File: config.mk
export PLATFORM = sky130hd
export DESIGN_NAME = fractal_frame_sequencer
export DESIGN_NICKNAME = d
export VERILOG_FILES = /design/src/rtl/fractal_frame_sequencer.sv
export SDC_FILE = /design/constraint.sdc
export NUM_CORES = 1
export LEC_CHECK = 0
export BUFFER_PORTS_ARGS = -buffer_cell sky130_fd_sc_hd__buf_2
export CAP_MARGIN = 20
export CORE_AREA = 10 10 205 207
export CTS_BUF_LIST = sky130_fd_sc_hd__clkbuf_4
export CTS_CLUSTER_SIZE = 24
export DETAILED_ROUTE_END_ITERATION = 12
export DIE_AREA = 0 0 215 217
export MAX_ROUTING_LAYER = met4
export PLACE_DENSITY_LB_ADDON = 0.15
export SYNTH_ARGS = -nofsm -noshare
export SYNTH_HDL_FRONTEND = slang
export SYNTH_SLANG_ARGS = --single-unit
export TNS_END_PERCENT = 30
File: constraint.sdc
create_clock -name clk -period 7.6 [get_ports clk]
set_input_delay 1.52 -clock clk [delete_from_list [all_inputs] [get_ports clk]]
set_output_delay 1.52 -clock clk [all_outputs]
set_load 0.01 [all_outputs]
File: src/rtl/fractal_frame_sequencer.sv
// ---------------------------------------------------------------------------
// fractal_frame_sequencer
//
// Drives a fractal_generator frame by frame. It owns the generator's reset,
// its frame size and its per-frame parameters (c and the viewport). It also
// animates c back and forth across cfg_num_frames frames. A new frame
// boundary is found by watching the generator's AXI-stream style output
// (tvalid / tuser / tlast). Parameters only change between frames. When the
// requested frame size changes, the generator is reset again.
//
// Ports
//   clk              in   1   system clock
//   resetn           in   1   synchronous active-low reset
//   enable           in   1   1 = run the animation, 0 = stop at the next frame boundary
//   cfg_width        in   16  requested frame width (>= 1)
//   cfg_height       in   16  requested frame height (>= 1)
//   cfg_cr0/cfg_ci0  in   32  start value of c (Q4.28)
//   cfg_cr_step      in   32  per-frame increment of cr (Q4.28)
//   cfg_ci_step      in   32  per-frame increment of ci (Q4.28)
//   cfg_num_frames   in   16  frames per half ping-pong period (0 or 1 = static c)
//   cfg_dx/dy/x0/y0  in   32  viewport, taken at frame boundaries
//   gen_frame_start  in   1   generator tuser
//   gen_line_end     in   1   generator tlast
//   gen_data_enable  in   1   generator tvalid
//   gen_resetn       out  1   generator reset, active low
//   width/height     out  16  frame size to the generator
//   cr/ci/dx/dy/x0/y0 out 32  per-frame parameters to the generator
//   frame_done       out  1   one-cycle pulse per completed frame
//   frame_count      out  16  completed frames (wraps)
//   anim_dir         out  1   0 = c ascending, 1 = c descending
// ---------------------------------------------------------------------------
module fractal_frame_sequencer #(
  parameter int RESET_CYCLES = 4
) (
  input  logic        clk,
  input  logic        resetn,
  input  logic        enable,
  input  logic [15:0] cfg_width,
  input  logic [15:0] cfg_height,
  input  logic [31:0] cfg_cr0,
  input  logic [31:0] cfg_ci0,
  input  logic [31:0] cfg_cr_step,
  input  logic [31:0] cfg_ci_step,
  input  logic [15:0] cfg_num_frames,
  input  logic [31:0] cfg_dx,
  input  logic [31:0] cfg_dy,
  input  logic [31:0] cfg_x0,
  input  logic [31:0] cfg_y0,
  input  logic        gen_frame_start,
  input  logic        gen_line_end,
  input  logic        gen_data_enable,
  output logic        gen_resetn,
  output logic [15:0] width,
  output logic [15:0] height,
  output logic [31:0] cr,
  output logic [31:0] ci,
  output logic [31:0] dx,
  output logic [31:0] dy,
  output logic [31:0] x0,
  output logic [31:0] y0,
  output logic        frame_done,
  output logic [15:0] frame_count,
  output logic        anim_dir
);

  localparam int RCW = (RESET_CYCLES > 1) ? $clog2(RESET_CYCLES) : 1;
  localparam logic [RCW-1:0] RST_LAST = RCW'(RESET_CYCLES - 1);

  typedef enum logic [1:0] {
    IDLE    = 2'd0,
    GEN_RST = 2'd1,
    RUN     = 2'd2,
    UPDATE  = 2'd3
  } state_t;

  state_t state;
  state_t state_next;

  logic [RCW-1:0] rst_cnt;
  logic [15:0]    line_cnt;
  logic [15:0]    line_base;
  logic [15:0]    idx;
  logic [15:0]    idx_inc;
  logic [15:0]    idx_dec;
  logic [15:0]    n_last;
  logic           beat;
  logic           frame_end;
  logic           size_change;
  logic           start_run;
  logic           animate;

  // Decode the generator stream. A tuser beat resyncs the line counter to
  // zero before tlast is looked at, so a one-pixel-wide line is handled
  // in the same cycle that it starts.
  always_comb begin
    beat        = gen_data_enable;
    line_base   = gen_frame_start ? 16'd0 : line_cnt;
    frame_end   = (state == RUN) && beat && gen_line_end &&
                  (line_base == (height - 16'd1));
    size_change = (cfg_width != width) || (cfg_height != height);
    start_run   = (state == IDLE) && enable;
    animate     = (cfg_num_frames > 16'd1);
    idx_inc     = idx + 16'd1;
    idx_dec     = idx - 16'd1;
    n_last      = cfg_num_frames - 16'd1;
  end

  // State register.
  always_ff @(posedge clk) begin
    if (!resetn) begin
      state <= IDLE;
    end else begin
      state <= state_next;
    end
  end

  // Next-state logic. UPDATE always lasts one cycle. It then picks, in
  // priority order: stop, re-reset the generator for a new size, or carry on.
  always_comb begin
    state_next = state;
    case (state)
      IDLE: begin
        if (enable) begin
          state_next = GEN_RST;
        end
      end
      GEN_RST: begin
        if (rst_cnt == RST_LAST) begin
          state_next = RUN;
        end
      end
      RUN: begin
        if (frame_end) begin
          state_next = UPDATE;
        end
      end
      UPDATE: begin
        if (!enable) begin
          state_next = IDLE;
        end else if (size_change) begin
          state_next = GEN_RST;
        end else begin
          state_next = RUN;
        end
      end
      default: state_next = IDLE;
    endcase
  end

  // Moore outputs. The generator stays out of reset through UPDATE, so a
  // frame that keeps its size runs straight on without a fresh reset.
  always_comb begin
    gen_resetn = 1'b0;
    frame_done = 1'b0;
    case (state)
      RUN:     gen_resetn = 1'b1;
      UPDATE: begin
        gen_resetn = 1'b1;
        frame_done = 1'b1;
      end
      default: begin
        gen_resetn = 1'b0;
        frame_done = 1'b0;
      end
    endcase
  end

  // Reset-hold counter. It counts the cycles spent in GEN_RST and is cleared
  // everywhere else, so every entry into GEN_RST gets the full hold time.
  always_ff @(posedge clk) begin
    if (!resetn) begin
      rst_cnt <= '0;
    end else if (state == GEN_RST) begin
      rst_cnt <= rst_cnt + RCW'(1);
    end else begin
      rst_cnt <= '0;
    end
  end

  // Line counter. It only advances on valid beats while in RUN. Outside RUN
  // it is held at zero, so each run starts counting from the first line.
  always_ff @(posedge clk) begin
    if (!resetn) begin
      line_cnt <= 16'd0;
    end else if (state != RUN) begin
      line_cnt <= 16'd0;
    end else if (beat) begin
      if (gen_line_end) begin
        line_cnt <= frame_end ? 16'd0 : (line_base + 16'd1);
      end else begin
        line_cnt <= line_base;
      end
    end
  end

  // Frame size. It is loaded when leaving IDLE. It is reloaded on UPDATE only
  // when a new size forces the generator back through reset.
  always_ff @(posedge clk) begin
    if (!resetn) begin
      width  <= 16'd0;
      height <= 16'd0;
    end else if (start_run ||
                 ((state == UPDATE) && enable && size_change)) begin
      width  <= cfg_width;
      height <= cfg_height;
    end
  end

  // Viewport. It is taken from the config on the start edge and on every
  // UPDATE edge, so it never moves while a frame is being generated.
  always_ff @(posedge clk) begin
    if (!resetn) begin
      dx <= 32'd0;
      dy <= 32'd0;
      x0 <= 32'd0;
      y0 <= 32'd0;
    end else if (start_run || (state == UPDATE)) begin
      dx <= cfg_dx;
      dy <= cfg_dy;
      x0 <= cfg_x0;
      y0 <= cfg_y0;
    end
  end

  // c animation. idx tracks the position within the ping-pong. The direction
  // flips when the new idx reaches either end, so the end points are each
  // visited once per sweep. Wrapping two's-complement arithmetic throughout.
  always_ff @(posedge clk) begin
    if (!resetn) begin
      cr       <= 32'd0;
      ci       <= 32'd0;
      idx      <= 16'd0;
      anim_dir <= 1'b0;
    end else if (start_run) begin
      cr       <= cfg_cr0;
      ci       <= cfg_ci0;
      idx      <= 16'd0;
      anim_dir <= 1'b0;
    end else if ((state == UPDATE) && animate) begin
      if (!anim_dir) begin
        cr  <= cr + cfg_cr_step;
        ci  <= ci + cfg_ci_step;
        idx <= idx_inc;
        if (idx_inc == n_last) begin
          anim_dir <= 1'b1;
        end
      end else begin
        cr  <= cr - cfg_cr_step;
        ci  <= ci - cfg_ci_step;
        idx <= idx_dec;
        if (idx_dec == 16'd0) begin
          anim_dir <= 1'b0;
        end
      end
    end
  end

  // Completed-frame counter. It survives stop/restart and only clears on reset.
  always_ff @(posedge clk) begin
    if (!resetn) begin
      frame_count <= 16'd0;
    end else if (state == UPDATE) begin
      frame_count <= frame_count + 16'd1;
    end
  end

endmodule

==> metrics.cfg <==
[floorplan]
rows = 72
ioPinCount = 553
core-area_um2 = 38100
die_area_um2 = 46700
start_util_pct = 45.2
chipHeight_um = 217
fp.dieW_um = 215

[route]
dr.pass1.iters = 6
drt_iter0_drc = 1507
dr_total_vias = 18600
drtAntennaViolNets = 0
totalWireLength_um = 68900
avgViaCountPerCell = 5.49
drc = 0
wl_per_cell_um = 20.3

[worst_setup_path]
worstSetupEndpoint = cr[31]
endpoint_kind = register
worstPathArrival_ns = 6.13
startpoint_type = primary input
worstReg2RegStart = anim_dir
timing.rr.end = ci[29]
path_max_fanout = 7
startpoint = cfg_cr_step[8]
worst_r2r_path_depth = 12
required_ns = 8.21
r2r_slack_ns = 2.84
path_class = primary input to register

[place]
io_buffers = 552
dp_hpwl_um = 53100
gp_congestion = 0.953
place_area_um2 = 20200
dpl.cell_count = 3238

[yosys]
yosysWarnings = 0
async_reset_ff_share_pct = 0
avgSynthCellArea_um2 = 7.51
syn_inst = 2295
syn_nets = 2680
yosysSeqAreaShare_pct = 32.2
synth-edff-count = 0
synth_area_um2 = 17200
synth_cell_types = 75
ys_ff_latch = 277
dominantRegCellSynth = dfxtp_1

[clocking]
clock-sinks = 277
clk_latency_ns = 0.81
cts_tree = yes
hold_buffers = 0
cts_buffers = 80
max-clock-path-buffers = 3
clkTransAtPathRegs_ns = 0.06
cts_setup_buffers = 0
cts-resized-gates = 0
root_buffer = clkbuf_4
cts_max_level = 3

[timing]
fmax_ghz = 0.181
setup_viol = 0
holdWs_ns = 0.440
slew_violations = 0
fin_crit_ns = 5.52
max_slew_margin_pct = 27.8
fin_crit_sh_pct = 72.6
rsz0062_at_grt = no
tns_ns = 0
worstMarginPinSlew_ns = 1.08
hold_violations = 0
skew_ns = 0.0958

[final_layout]
seqCellArea_um2 = 5550
multi_input_area_um2 = 11100
drive_gt1_share_pct = 25.0
final_nets = 3188
area_growth_pct = 23.7
fin_cells = 3392
fill_cells = 3784
stdcell_area_um2 = 21300

[run_status]
status = completed

[global_routing]
grt_usage_pct = 28.5
grt_pass1_vias = 18200
overflow = 0
grt_max_degree = 120
antenna_found_initial = 17
grt_pass1_wl_um = 104000

[hold_path]
hold_path_class = register to register
min-delay-start = rst_cnt[0]

[flow_run]
max_cap_viol_count = 0

[power_and_ir_drop]
power_leakage_nw = 9.68
pwr_density_cell_nw_per_um2 = 183
p_total_mw = 3.89
ir_worst_vdd_mv = 0.135

## state kept, by name, summed over array words and instances, names as in the netlist
signal	flops
x0	32
rst_cnt	2
dx	32
y0	32
idx	16
width	16
state	2
anim_dir	1
line_cnt	16
ci	32
height	16
dy	32
cr	32
frame_count	16
## layer usage
metal  wire (um)  vias to the layer above  track usage (%)
li1            -                     9068                -
met1       28400                     8741             33.3
met2       32900                      699             46.4
met3        5040                      116             7.21
met4        2500                        0             11.4
met5           0                        -                -
## cells by family (layout without fill, tap and decap cells)
kind of cell | count (synthesis) | after routing | share of synthesized area, %
simple gates | 937 | 937 | 24.5
compound gates | 557 | 557 | 19.5
flops | 277 | 277 | 32.2
xor+xnor | 231 | 231 | 11.7
buf+inv | 173 | 735 | 3.93
fa+ha+maj | 75 | 75 | 5.53
mux | 45 | 45 | 2.62
other cells | 0 | 17 | 0
## where the power goes
group	switching (mW)	total [mW]	internal [mW]
combinational	0.503	0.858	0.354
clock	0.682	1.44	0.760
sequential	0.0642	1.59	1.53
total	1.25	3.89	2.64
## worst min path at each step
stage,end,cells after the start
2_1_floorplan,rst_cnt[0],1
3_3_place_gp,rst_cnt[0],1
3_5_place_dp,rst_cnt[0],1
4_1_cts,rst_cnt[0],1
5_1_grt,y0[19],2
6_report,rst_cnt[0],1
## through the flow
step / util (%) / worst slack, ns
after floorplan: - / 2.24
after global placement: 53.1 / 1.45
after detailed placement: 53.1 / 1.45
after CTS: 55.8 / 2.20
after global routing: 55.9 / 1.76
final: 55.9 / 2.08
## layout make-up
cell class,instances,area share (%)
Sequential cell,277,26.0
Clock inverter,15,0.505
Antenna cell,17,0.200
Clock buffer,121,4.26
Tap cell,518,3.04
Timing Repair Buffer,562,13.4
Multi-Input combinational cell,1845,51.9
Inverter,37,0.675
## placed cells by master (no fill, tap or decap), types with 8 or more instances in the layout
master,netlist,routed
a211oi_1,15,15
a21o_1,32,32
a21oi_1,273,273
a311oi_1,19,19
a31oi_1,29,28
and2_1,9,8
and3_1,26,26
buf_2,7,552
buf_4,0,9
clkbuf_4,0,121
clkinv_1,1,9
dfxtp_1,277,276
diode_2,0,17
ha_1,73,73
inv_1,35,35
mux2i_1,44,44
nand2_1,423,420
nand2b_1,22,22
nand3_1,55,55
nand4_1,15,15
nor2_1,212,211
nor2b_1,34,34
nor3_1,48,48
nor3b_1,9,9
nor4_1,30,30
o211ai_1,16,16
o21ai_0,75,75
o221ai_1,8,8
o22ai_1,8,8
or3_1,28,28
xnor2_1,154,154
xor2_1,77,77
## critical path: stages
cell       delay, ns
buf_2           0.12
or3_1           0.42
nor4_1          0.55
nor3b_1         0.51
nand2_1         0.17
nor2_1          0.29
a21oi_1         0.13
xnor2_1         0.16
ha_1            0.38
a21o_1          0.19
a21o_1          0.19
a2111oi_0       0.45
nor4_1          0.12
a211oi_1        0.30
nand2_1         0.08
o21ai_0         0.22
mux2i_1         0.21
o21ai_0         0.09
## cells in the mapped netlist, drive strengths merged, types with 7 or more instances
master  count  area share, %
a21oi     277            8.1
inv        36           0.78
and3       26           0.94
nor3       48            1.4
nand2     423            9.2
o211ai     16           0.70
mux2i      44            2.6
nor4       30            1.1
o21ai      83            2.4
a211oi     15           0.65
nand2b     22           0.80
nand3      55            1.6
xnor2     154            7.8
a31oi      30            1.2
clkbuf    119            2.6
nand4      15           0.54
o21bai      7           0.30
dfxtp     277             32
o22ai       8           0.29
ha         73            5.3
or3        29            1.1
buf        17           0.53
a22oi       7           0.30
nor2      212            4.6
a311oi     19           0.97
o221ai      8           0.41
xor2       77            3.9
nor3b       9           0.39
nor2b      34            1.2
a21o       32            1.4
and2        9           0.33
Power figures use the tool's default switching activity.
